`config.mk`:
```
export PLATFORM = sky130hd
export DESIGN_NAME = shift_seq_univ
export DESIGN_NICKNAME = d
export VERILOG_FILES = /design/src/rtl/shift_seq_univ.sv
export SDC_FILE = /design/constraint.sdc
export NUM_CORES = 1
export LEC_CHECK = 0
export ABC_AREA = 1
export BUFFER_PORTS_ARGS = -buffer_cell sky130_fd_sc_hd__buf_4
export CORE_MARGIN = 3
export CORE_UTILIZATION = 40
export CTS_BUF_LIST = sky130_fd_sc_hd__clkbuf_16
export DETAILED_ROUTE_END_ITERATION = 8
export GPL_ROUTABILITY_DRIVEN = 0
export GPL_TIMING_DRIVEN = 0
export PLACE_DENSITY = 0.66
export SLEW_MARGIN = 20
export SYNTH_ARGS = -nofsm -noshare
export SYNTH_HDL_FRONTEND = slang
export SYNTH_SLANG_ARGS = --single-unit
```
`constraint.sdc`:
```
create_clock -name clk -period 1.32 [get_ports clk]
set_input_delay 0.066 -clock clk [delete_from_list [all_inputs] [get_ports clk]]
set_output_delay 0.066 -clock clk [all_outputs]
set_load 0.1 [all_outputs]
```
`src/rtl/shift_seq_univ.sv`:
```
// Universal shift register with direct S1/S0 modes plus a shift-by-N sequencer (logical/arith/rotate/serial).
// Optional macro SHIFT_BARREL_EN: sequenced shifts finish in one edge through a barrel shifter; otherwise 1 bit per cycle.
module shift_seq_univ #(
    parameter int WIDTH = 32,
    parameter int AMT_W = 6
) (
    input  logic             clk,
    input  logic             clear,
    input  logic             S1,
    input  logic             S0,
    input  logic             SR,
    input  logic             SL,
    input  logic [WIDTH-1:0] PData,
    input  logic             start,
    input  logic [AMT_W-1:0] amt,
    input  logic             dir,
    input  logic [1:0]       kind,
    output logic [WIDTH-1:0] Q,
    output logic             SO_R,
    output logic             SO_L,
    output logic             busy,
    output logic             done
);
    localparam logic [1:0] K_LOG = 2'b00;
    localparam logic [1:0] K_ARI = 2'b01;
    localparam logic [1:0] K_ROT = 2'b10;

    logic [WIDTH-1:0] r_q;
    logic [WIDTH-1:0] w_q_next;
    logic [WIDTH-1:0] w_direct;
    logic             r_done;
    logic             w_done_next;

    assign Q    = r_q;
    assign SO_R = r_q[0];
    assign SO_L = r_q[WIDTH-1];
    assign done = r_done;

    always_comb begin
        w_direct = r_q;
        case ({S1, S0})
            2'b01:   w_direct = {SR, r_q[WIDTH-1:1]};
            2'b10:   w_direct = {r_q[WIDTH-2:0], SL};
            2'b11:   w_direct = PData;
            default: w_direct = r_q;
        endcase
    end

`ifdef SHIFT_BARREL_EN
    int               w_rot;
    logic [2*WIDTH-1:0] w_rotl;
    logic [2*WIDTH-1:0] w_rotr;
    logic [WIDTH-1:0] w_vac;
    logic [WIDTH-1:0] w_barrel;

    assign busy = 1'b0;

    // Rotation is taken modulo WIDTH; other kinds let oversized shifts drain naturally.
    always_comb begin
        w_rot  = int'(amt) % WIDTH;
        w_rotl = {r_q, r_q} << w_rot;
        w_rotr = {r_q, r_q} >> w_rot;
        w_vac  = dir ? ~({WIDTH{1'b1}} << amt) : ~({WIDTH{1'b1}} >> amt);
        case (kind)
            K_LOG:   w_barrel = dir ? (r_q << amt) : (r_q >> amt);
            K_ARI:   w_barrel = dir ? (r_q << amt) : $unsigned($signed(r_q) >>> amt);
            K_ROT:   w_barrel = dir ? w_rotl[2*WIDTH-1:WIDTH] : w_rotr[WIDTH-1:0];
            default: w_barrel = dir ? ((r_q << amt) | (SL ? w_vac : '0))
                                    : ((r_q >> amt) | (SR ? w_vac : '0));
        endcase
    end

    always_comb begin
        w_q_next    = w_direct;
        w_done_next = 1'b0;
        if (start) begin
            w_q_next    = w_barrel;
            w_done_next = 1'b1;
        end
    end

    always_ff @(posedge clk) begin
        if (clear) begin
            r_q    <= '0;
            r_done <= 1'b0;
        end else begin
            r_q    <= w_q_next;
            r_done <= w_done_next;
        end
    end
`else
    typedef enum logic {IDLE, BUSY} state_t;

    state_t           r_state, w_state_next;
    logic [AMT_W-1:0] r_cnt, w_cnt_next;
    logic             r_dir, w_dir_next;
    logic [1:0]       r_kind, w_kind_next;
    logic             w_fill;
    logic [WIDTH-1:0] w_step;

    assign busy = (r_state == BUSY);

    // Fill bit uses the latched kind/dir; serial kind samples live SR/SL.
    always_comb begin
        case (r_kind)
            K_LOG:   w_fill = 1'b0;
            K_ARI:   w_fill = r_dir ? 1'b0 : r_q[WIDTH-1];
            K_ROT:   w_fill = r_dir ? r_q[WIDTH-1] : r_q[0];
            default: w_fill = r_dir ? SL : SR;
        endcase
        w_step = r_dir ? {r_q[WIDTH-2:0], w_fill} : {w_fill, r_q[WIDTH-1:1]};
    end

    always_comb begin
        w_state_next = r_state;
        w_q_next     = r_q;
        w_cnt_next   = r_cnt;
        w_dir_next   = r_dir;
        w_kind_next  = r_kind;
        w_done_next  = 1'b0;
        case (r_state)
            IDLE: begin
                if (start) begin
                    w_dir_next  = dir;
                    w_kind_next = kind;
                    if (amt == '0) begin
                        w_done_next = 1'b1;
                    end else begin
                        w_state_next = BUSY;
                        w_cnt_next   = amt;
                    end
                end else begin
                    w_q_next = w_direct;
                end
            end
            default: begin
                w_q_next   = w_step;
                w_cnt_next = r_cnt - AMT_W'(1);
                if (r_cnt == AMT_W'(1)) begin
                    w_state_next = IDLE;
                    w_done_next  = 1'b1;
                end
            end
        endcase
    end

    always_ff @(posedge clk) begin
        if (clear) begin
            r_state <= IDLE;
            r_q     <= '0;
            r_cnt   <= '0;
            r_dir   <= 1'b0;
            r_kind  <= 2'b00;
            r_done  <= 1'b0;
        end else begin
            r_state <= w_state_next;
            r_q     <= w_q_next;
            r_cnt   <= w_cnt_next;
            r_dir   <= w_dir_next;
            r_kind  <= w_kind_next;
            r_done  <= w_done_next;
        end
    end
`endif
endmodule

```
* Word-level counts from Yosys, hierarchy flattened *
Index checks and enable logic that the tools add are counted.

cells by class
  add/sub/neg operators = 1
  $lt $le $gt $ge = 0
  shifts and indexed selects = 0
  multiply operators = 0
  div/mod/pow operators = 0
  muxes and demuxes = 19
  equal/unequal tests = 8
  reductions and logical operators = 7
  bitwise gates (word level) = 1

operator list
  kind                                                 count
  2-to-1 mux 32 bit                                    3
  case mux 32 bit (3 select lines)                     1
  2-to-1 mux 6 bit                                     3
  2-to-1 mux 1 bit                                     11
  equality test 2 bit, second input constant           3
  equality test 6 x 1 -> 1 bit, second input constant  1
  logical NOT 6 bit                                    1
  AND reduction 2 bit                                  3
  subtractor 6 x 1 -> 6 bit, second input constant     1
  equality test 2 x 1 -> 1 bit, second input constant  2
  nonzero test 4 bit                                   1
  case mux 1 bit (3 select lines)                      1
  logical NOT 2 bit                                    1
  != test 2 x 1 -> 1 bit, second input constant        1
  != test 2 bit, second input constant                 1
  nonzero test 2 bit                                   1
  NOT 1 bit                                            1

word-level totals
  latch bits = 0
  output and inout bits = 36
  memories kept = 0
  RAM bits = 0
  register bits after elaboration = 43
  logic and storage cells = 42
  ROM bits = 0
  input bits = 48

* Longest topological paths before layout *
Gate-level depths: netlist of run 1.

  depth after elaboration = 4
  gate-level depth with buffers = 8
  mapped depth without buffers = 8

* Least setup slack after synthesis of run 1 *
Ideal clock, no wire load.

  path kind = register -> register
  start point = register r_state, in the netlist busy
  end point = register r_q[31], in the netlist Q[31]
  cell stages (with the launch flop) = 8
  buffers on the path = 2
  slack = -0.524 ns
  library setup time = 0.120 ns
  required time = 1.200 ns
  arrival = 1.724 ns
  period minus slack after synthesis = 1.844 ns
  cell sequence = dfxtp_1 buf_6 inv_4 nand3_2 nand2_4 buf_4 a21oi_1 a21oi_1

on the way
  longest elaborated chain between the ends = 2
  elaborated cells on any way between the ends = 4
  classes of those cells = eq/ne (1); mux (1); reduce/logical (2)

RTL lines
  element                                                                 RTL line  text
  from (decl)                                                             94        state_t r_state, w_state_next;
  from (signal assigned)                                                  156       r_state <= w_state_next;
  nonzero test 4 bit (no line) or != test 2 x 1 -> 1 bit (tied branches)  --
  AND reduction 2 bit (no line)                                           --
  to (signal assigned)                                                    157       r_q <= w_q_next;
  to (decl)                                                               28        logic [WIDTH-1:0] r_q;

Parallel ways exist; a longest one is shown, timed or not.
A chain may end at the register's enable or synchronous reset.

* Worst setup path after layout of run 1 *
Same ends and word-level chain as after synthesis.

==> results of run 1 <==
==> cell type report <==
cell class	instances	area [um2]
well taps	99	124
inverters	20	90.1
clock inverters	3	16.3
repair buffers	84	631
clock buffers	5	125
fillers	754	3190
flip-flops and latches	43	907
multi-input cells	429	1970
plain buffers	36	274
==> synth_stat cells, drive strengths merged <==
| cell | instances | share of area, % |
|---|---|---|
| nand2 | 154 | 19 |
| nor2 | 104 | 13 |
| o21ai | 66 | 11 |
| nand3 | 52 | 8.7 |
| a21oi | 47 | 7.7 |
| dfxtp | 43 | 28 |
| buf | 31 | 7.0 |
| inv | 20 | 2.6 |
| clkbuf | 5 | 0.66 |
| ha | 2 | 0.82 |
| a21boi | 1 | 0.25 |
| nand4 | 1 | 0.21 |
| nor3 | 1 | 0.16 |
| nor3b | 1 | 0.25 |
==> state kept, by name (all words and copies together), names as in the netlist <==
signal / flops
busy: 1
Q: 32
r_kind: 2
r_cnt: 6
done: 1
r_dir: 1
==> worst max-delay path: stages (launching register included) <==
cell	delay (ns)
dfxtp_4	0.37
buf_8	0.14
inv_8	0.07
nand3_4	0.10
nand2_8	0.12
inv_8	0.05
buf_12	0.14
o21ai_1	0.12
a21oi_1	0.05
==> per-stage QoR <==
step                      setup slack (ns)  cells  setup TNS, ns  hold WS [ns]  power (W)
after floorplan                   -0.00734    528         -0.202         0.229    0.00326
after global placement              0.0300    709              0         0.339    0.00378
after detailed placement            0.0381    709              0         0.343    0.00379
after CTS                           0.0240    717              0        0.0426    0.00503
after global routing             -0.000487    719      -0.000487        0.0767    0.00538
final                               0.0470    719              0        0.0409    0.00511
==> layer usage <==
layer	GRT usage, %	vias to the layer above	part of all wire [%]
met2	34.8	107	46
met1	30.4	1630	46
met3	4.75	17	6.7
li1	-	1895	-
met5	0	-	0
met4	7.69	0	1.6
==> worst paths after layout <==
| check | to | slack [ns] |
|---|---|---|
| setup / recovery | Q[31]$_SDFFE_PP0P_ | 0.05 |
| hold / removal | r_cnt[1]$_SDFFE_PP0P_ | 0.04 |
| setup reg to reg | Q[31]$_SDFFE_PP0P_ | 0.05 |
| hold reg to reg | r_kind[1]$_SDFFE_PP0P_ | 0.48 |
==> logic make-up (layout without fill, tap and decap cells) <==
family          after synthesis  after routing  synth area share (%)
simple gates                313            313                  41.8
compound gates              114            114                  18.8
buf+inv                      56            148                  10.3
flops                        43             43                  28.3
fa+ha+maj                     2              2                 0.823
==> power by group through the flow <==
stage	logic (W)	registers (W)	clock network, W
after floorplan	0.000816	0.00244	0
after global placement	0.00208	0.00170	0
after detailed placement	0.00210	0.00170	0
after CTS	0.00210	0.00167	0.00126
after global routing	0.00235	0.00172	0.00131
final	0.00218	0.00169	0.00123
==> timing repair <==
item / 4_1_cts / 5_1_grt
setup endpoints to repair: 0 / 32
gates resized for setup: 0 / 43
buffers inserted: 0 / 2
==> results.yml, run 1 <==
die:
  core_region_area_um2: 7330
  fp.dieH_um: 93.2
  initial_utilization_pct: 41.5
  die_w_um: 93.2
  rows: 31
  die-area_um2: 8690
  ios: 84
final_layout:
  syn_to_final_growth_pct: 36.1
  finalNetCount: 669
  final_cell_mix: "nand2_1, nor2_1, buf_4"
  final_area_um2: 4140
  drive_above_1_share_pct: 30.6
  layout_commonest_cell: "nand2_1"
  post-route-util_pct: 56.5
  diodes: 0
worst_setup_path:
  critical_path.max_fanout: 10
  worstRegToRegCells: 8
  crit_required_ns: 1.50
  worstSetupPathType: "reg2reg"
  timing.rr.start: "busy$_SDFF_PP0_"
  worstSetupEndpointType: "flop"
  crit_path_start: "busy$_SDFF_PP0_"
  cp-start-kind: "flop"
  critPathArrivalTime_ns: 1.45
power:
  p_switching_w: 0.00230
  pwr-share-clk_pct: 24.1
  p_sw_share_pct: 45.1
  pwr-share-seq_pct: 33.1
  p_int_w: 0.00280
  power_leakage_nw: 1.96
  ir_worst_vdd_uv: 630
  p_comb_share_pct: 42.7
  powerDensity_nw_per_um2: 1230
routing:
  wl_per_cell_um: 13.3
  drc: 0
  vias: 3649
  drt-vias-per-instance: 5.08
  firstDrtPassIters: 4
  drtIter0Drc: 187
  drtAntennaViolNets: 0
  totalWireLength_um: 9540
timing:
  period_share_pct: 96.4
  fin_skew_ns: 0.00602
  worst_pin_slew_ns: 0.612
  setup_viol: 0
  drv_slew: 0
  hold_violations: 0
  maxSlewHeadroom_pct: 59.2
  period_needed_ns: 1.27
  max_freq_mhz: 786
min_path:
  min_from: "amt[1]"
  hp-class: "in2reg"
  min_path_cells: 3
yosys:
  synth_cell_types: 24
  synth_seq_cells: 43
  synth_fp_nets: 578
  syn_inst: 528
  avgSynthCellArea_um2: 5.76
  syn_area_um2: 3040
  yosysWarnings: 0
  yosysSeqAreaShare_pct: 28.3
global_route:
  grt_max_degree: 14
  grt_antenna_before_repair: 0
  first_global_vias: 3320
  grt_pass1_wl_um: 15800
  grtUsageTotal_pct: 22.3
  grt.overflow.total: 0
clock_tree:
  root_buffer: "clkbuf_16"
  cts_sinks: 43
  cts_htree_levels: 2
  cts_buffers: 5
  clock_latency_ns: 0.29
  clockBufferDepth: 2
  ctsHoldBuffers: 0
  cts_tree: "done"
  cts.clk_slew.worst_paths_ns: 0.06
place:
  place_area_um2: 3830
  dp_hpwl_um: 6860
  io_buffer_count: 82
outcome:
  run_status: "completed"
flow_run:
  max_cap_violations: 0
(Power assumes the default switching activity.)
==> run 2, diff against run 1 <==
--- a/config.mk
+++ b/config.mk
@@ -14,6 +14,7 @@
 export GPL_ROUTABILITY_DRIVEN = 0
 export GPL_TIMING_DRIVEN = 0
 export PLACE_DENSITY = 0.66
+export REMOVE_ABC_BUFFERS = 1
 export SLEW_MARGIN = 20
 export SYNTH_ARGS = -nofsm -noshare
 export SYNTH_HDL_FRONTEND = slang
==> results.yml, run 2 (same netlist as run 1, synthesis figures left out) <==
outcome:
  run_status: "completed"
timing:
  layout_setup_ws_ns: 0.0362
  drv_slew: 0
  setup_viol: 0
  max_freq_mhz: 779
  hold_violations: 0
  worst_pin_slew_ns: 0.654
  period_share_pct: 97.3
  period_needed_ns: 1.28
  maxSlewHeadroom_pct: 56.3
  rsz0062_at_grt: "true"
  fin_skew_ns: 0.00244
die:
  die_w_um: 93.2
  initial_utilization_pct: 41.5
  core_region_area_um2: 7330
  rows: 31
  die-area_um2: 8690
  fp.dieH_um: 93.2
  ios: 84
final_layout:
  drive_above_1_share_pct: 21.2
  finalNetCount: 654
  final_cell_mix: "nand2_1, nor2_1, buf_4"
  layout_commonest_cell: "nand2_1"
  diodes: 0
  fin_cells: 704
  post-route-util_pct: 55.1
  syn_to_final_growth_pct: 32.7
  final_area_um2: 4040
  largest_reg_flops: 32
worst_setup_path:
  critical_path.max_fanout: 16
  reg2reg_slack_ns: 0.04
  path_buf_inv: 2
  cp_slowest_cell: "dfxtp_4"
  crit_chain: "clkinv_16 -> nand3_4 -> nand2_8 -> inv_8 -> o21ai_1 -> a21oi_1"
  worstSetupPathType: "reg2reg"
  cp-start-kind: "flop"
  critPathArrivalTime_ns: 1.50
  crit_required_ns: 1.53
  worstSetupEndpointType: "flop"
  critPathTopFamily: "flip-flops"
  critical_path.max_stage_delay_ns: 0.48
routing:
  top_layer: "met4"
  totalWireLength_um: 10700
  wl_met1_um: 4620
  drc: 0
  vias: 3758
  wl_per_cell_um: 15.2
  firstDrtPassIters: 5
  wl_met2_um: 5120
  drtIter0Drc: 265
  drt-vias-per-instance: 5.34
  wl_met3_um: 806
  drtAntennaViolNets: 0
power:
  powerDensity_nw_per_um2: 1260
  power_leakage_nw: 1.89
  ir_worst_vdd_uv: 586
  power.total_w: 0.00507
place:
  place_ws_ns: -1.05
  place_area_um2: 3560
  dpl.cell_count: 674
  dp_hpwl_um: 5650
  io_buffer_count: 83
global_route:
  grt.overflow.total: 0
  first_global_vias: 3265
  grt_antenna_before_repair: 0
  grt_max_degree: 44
  grtUsageTotal_pct: 22.1
  grt_pass1_wl_um: 15700
clock_tree:
  cts_htree_levels: 2
  cts.clk_slew.worst_paths_ns: 0.06
  cts_sinks: 43
  cts_tree: "done"
  clockBufferDepth: 2
  cts_buffers: 5
  ctsHoldBuffers: 0
  root_buffer: "clkbuf_16"
  clock_latency_ns: 0.29
min_path:
  hp-class: "in2reg"
flow_run:
  max_cap_violations: 0
-- run 2: cell count changes in the layout (fill, tap and decap cells not counted), moves of 3 or more --
cell | before | now
dfxtp_2 | 34 | 1
dfxtp_1 | 8 | 40
o21ai_1 | 13 | 34
o21ai_2 | 17 | 0
buf_2 | 16 | 0
buf_4 | 89 | 94
clkbuf_2 | 3 | 0
inv_2 | 4 | 1
o21ai_0 | 35 | 32
-- run 2: layer usage --
metal	vias to the layer above	GRT usage [%]
li1	1870	-
met1	1715	30.0
met2	151	36.7
met3	22	3.54
met4	0	5.49
met5	-	0
-- run 2: path summary, 6_finish.rpt --
kind                           from                      to  depth (start not counted)
min reg2reg  r_kind[1]$_SDFFE_PP0P_  r_kind[1]$_SDFFE_PP0P_                          2
min                           clear   r_cnt[2]$_SDFFE_PP0P_                          2
max                 busy$_SDFF_PP0_      Q[17]$_SDFFE_PP0P_                          6
max reg2reg         busy$_SDFF_PP0_      Q[17]$_SDFFE_PP0P_                          6
-- run 2: metrics by stage --
stage	TNS (ns)	hold slack [ns]
floorplan	-55.54	0.135
global placement	-61.19	0.311
detailed placement	-35.44	0.315
CTS	0	0.0119
global route	-0.0614	0.0307
finish	0	0.0337
-- run 2: cell type report --
class / instances / area (um2)
repair inverters: 3 / 33.8
clock buffers: 5 / 125
flip-flops and latches: 43 / 870
multi-input cells: 431 / 1920
well taps: 99 / 124
fillers: 752 / 3290
inverters: 20 / 151
repair buffers: 100 / 800
clock inverters: 3 / 12.5
-- run 2: worst register-to-register path: stages, from the launching register on --
cell,delay (ns)
dfxtp_4,0.48
clkinv_16,0.08
nand3_4,0.11
nand2_8,0.13
inv_8,0.15
o21ai_1,0.09
a21oi_1,0.17
-- run 2: timing repair --
action	CTS	global route
pin swaps	1	6
cloned	1	4
endpoints found under the setup margin	44	36
buffers inserted	7	10
resized for setup	16	20
hold endpoints to repair	0	0
-- run 2: power breakdown --
| group | switching, W | total [W] | internal, W |
|---|---|---|---|
| sequential | 0.000229 | 0.00167 | 0.00144 |
| combinational | 0.00158 | 0.00220 | 0.000619 |
| clock | 0.000519 | 0.00120 | 0.000685 |
| total | 0.00233 | 0.00507 | 0.00274 |
==> run 3, diff against run 2 <==
--- a/config.mk
+++ b/config.mk
@@ -7,13 +7,15 @@
 export LEC_CHECK = 0
 export ABC_AREA = 1
 export BUFFER_PORTS_ARGS = -buffer_cell sky130_fd_sc_hd__buf_4
+export CELL_PAD_IN_SITES_DETAIL_PLACEMENT = 1
+export CELL_PAD_IN_SITES_GLOBAL_PLACEMENT = 1
 export CORE_MARGIN = 3
-export CORE_UTILIZATION = 40
+export CORE_UTILIZATION = 35
 export CTS_BUF_LIST = sky130_fd_sc_hd__clkbuf_16
 export DETAILED_ROUTE_END_ITERATION = 8
 export GPL_ROUTABILITY_DRIVEN = 0
 export GPL_TIMING_DRIVEN = 0
-export PLACE_DENSITY = 0.66
+export PLACE_DENSITY = 0.82
 export REMOVE_ABC_BUFFERS = 1
 export SLEW_MARGIN = 20
 export SYNTH_ARGS = -nofsm -noshare
==> results.yml, run 3 (same netlist as run 1, synthesis figures left out) <==
outcome:
  run_status: "completed"
routing:
  totalWireLength_um: 12400
  drtIter0Drc: 165
  drtAntennaViolNets: 0
  wl_per_cell_um: 17.6
  drc: 0
  firstDrtPassIters: 5
  drt-vias-per-instance: 5.46
  vias: 3850
clock_tree:
  clockBufferDepth: 2
  cts_sinks: 43
  cts_htree_levels: 2
  clock_latency_ns: 0.28
  ctsHoldBuffers: 0
  cts.clk_slew.worst_paths_ns: 0.06
  root_buffer: "clkbuf_16"
  cts_tree: "done"
  cts_buffers: 5
timing:
  hold_violations: 0
  drv_slew: 0
  rsz0062_at_grt: "true"
  setup_viol: 0
  max_freq_mhz: 776
  period_share_pct: 97.7
  period_needed_ns: 1.29
  fin_skew_ns: 0.00568
  worst_pin_slew_ns: 0.632
  maxSlewHeadroom_pct: 57.7
die:
  rows: 33
  die_w_um: 99.2
  die-area_um2: 9840
  fp.dieH_um: 99.2
  initial_utilization_pct: 36.5
  core_region_area_um2: 8340
  ios: 84
final_layout:
  post-route-util_pct: 47.9
  multi_input_area_um2: 1930
  final_cell_mix: "nand2_1, nor2_1, buf_4"
  fillCellCount: 1176
  final_area_um2: 3990
  drive_above_1_share_pct: 20.3
  largest_reg_flops: 32
  finalNetCount: 649
  regArea_um2: 868
  diodes: 0
  syn_to_final_growth_pct: 31.3
  layout_commonest_cell: "nand2_1"
place:
  dp_hpwl_um: 6970
  io_buffer_count: 83
  place_area_um2: 3560
global_route:
  grt_antenna_before_repair: 0
  grtUsageTotal_pct: 24.5
  grt_use_met1_pct: 30.5
  grt_use_met3_pct: 3.44
  grt_busiest_layer: "met2"
  grt_pass1_wl_um: 19500
  grt.overflow.total: 0
  first_global_vias: 3843
  use_met2_pct: 44.3
  grt_max_degree: 39
min_path:
  hp-class: "in2reg"
  min_from: "clear"
power:
  powerDensity_nw_per_um2: 1270
  p_int_w: 0.00272
  power_leakage_nw: 1.85
  p_switching_w: 0.00236
  pwr-share-clk_pct: 23.5
  pwr-share-seq_pct: 32.9
  p_comb_share_pct: 43.5
  ir_worst_vdd_uv: 511
  p_sw_share_pct: 46.4
worst_setup_path:
  cp_slowest_cell: "dfxtp_4"
  timing.rr.start: "busy$_SDFF_PP0_"
  worstSetupPathType: "reg2reg"
  crit_path_start: "busy$_SDFF_PP0_"
  critPathArrivalTime_ns: 1.46
  critical_path.max_stage_delay_ns: 0.47
  crit_required_ns: 1.49
  crit_chain: "nor2_4 -> inv_6 -> nand2_8 -> buf_12 -> nor2_1 -> a21oi_1"
  cp-start-kind: "flop"
  worstSetupEndpointType: "flop"
  critical_path.max_fanout: 16
flow_run:
  max_cap_violations: 0
run 3: changes by cell type in the layout (fill, tap and decap cells not counted), sizes merged:
cell / delta
buf: -4
clkinv: -1
run 3: power groups by stage:
stage                     clock network (W)  logic, W  registers, W
after global routing                0.00128   0.00236       0.00171
after floorplan                           0  0.000641       0.00248
after CTS                           0.00121   0.00212       0.00168
after detailed placement                  0   0.00198       0.00173
after global placement                    0   0.00193       0.00172
final                               0.00120   0.00221       0.00167
run 3: through the flow:
| stage | hold WS (ns) | power [W] | std cells | setup WS (ns) | TNS [ns] |
|---|---|---|---|---|---|
| 3_5_place_dp | 0.313 | 0.00371 | 680 | -1.13 | -38.55 |
| 2_1_floorplan | 0.135 | 0.00312 | 492 | -1.42 | -55.54 |
| 4_1_cts | 0.0155 | 0.00501 | 699 | 0.00506 | 0 |
| 5_1_grt | 0.0421 | 0.00535 | 705 | -0.0262 | -0.0718 |
| 6_report | 0.0343 | 0.00508 | 705 | 0.0306 | 0 |
| 3_3_place_gp | 0.310 | 0.00366 | 680 | -1.69 | -62.70 |
run 3: final cells by class:
| class | instances | share of cell area, % |
|---|---|---|
| multi-input combinational | 431 | 48.4 |
| tap | 105 | 3.29 |
| timing repair inverter | 2 | 0.439 |
| clock inverter | 3 | 0.282 |
| inverter | 20 | 3.29 |
| timing repair buffer | 96 | 19.5 |
| sequential | 43 | 21.7 |
| clock buffer | 5 | 3.13 |
run 3: worst paths after layout:
check                           to  cells after the start  slack [ns]
max reg2reg     Q[22]$_SDFFE_PP0P_                      6        0.03
min reg2reg  r_cnt[5]$_SDFFE_PP0P_                      2        0.51
min          r_cnt[3]$_SDFFE_PP0P_                      2        0.03
max             Q[22]$_SDFFE_PP0P_                      6        0.03
run 3: repair_timing:
item,4_1_cts,5_1_grt
pin swaps,2,3
setup endpoints to repair,44,38
setup buffers,8,5
gates cloned,3,1
gates resized for setup,18,19
run 3: routing by layer:
metal	share of wire (%)	wire length, um	up-vias
met5	0	0	-
met4	1.9	235	0
met3	5.5	680	26
met2	51	6400	129
met1	41	5130	1834
li1	-	-	1861
run 3: worst max-delay path, delay by kind of cell (launching register included):
kind	cells	cell delay (ns)
compound gates	1	0.08
buf+inv	2	0.30
flops	1	0.47
simple gates	3	0.31
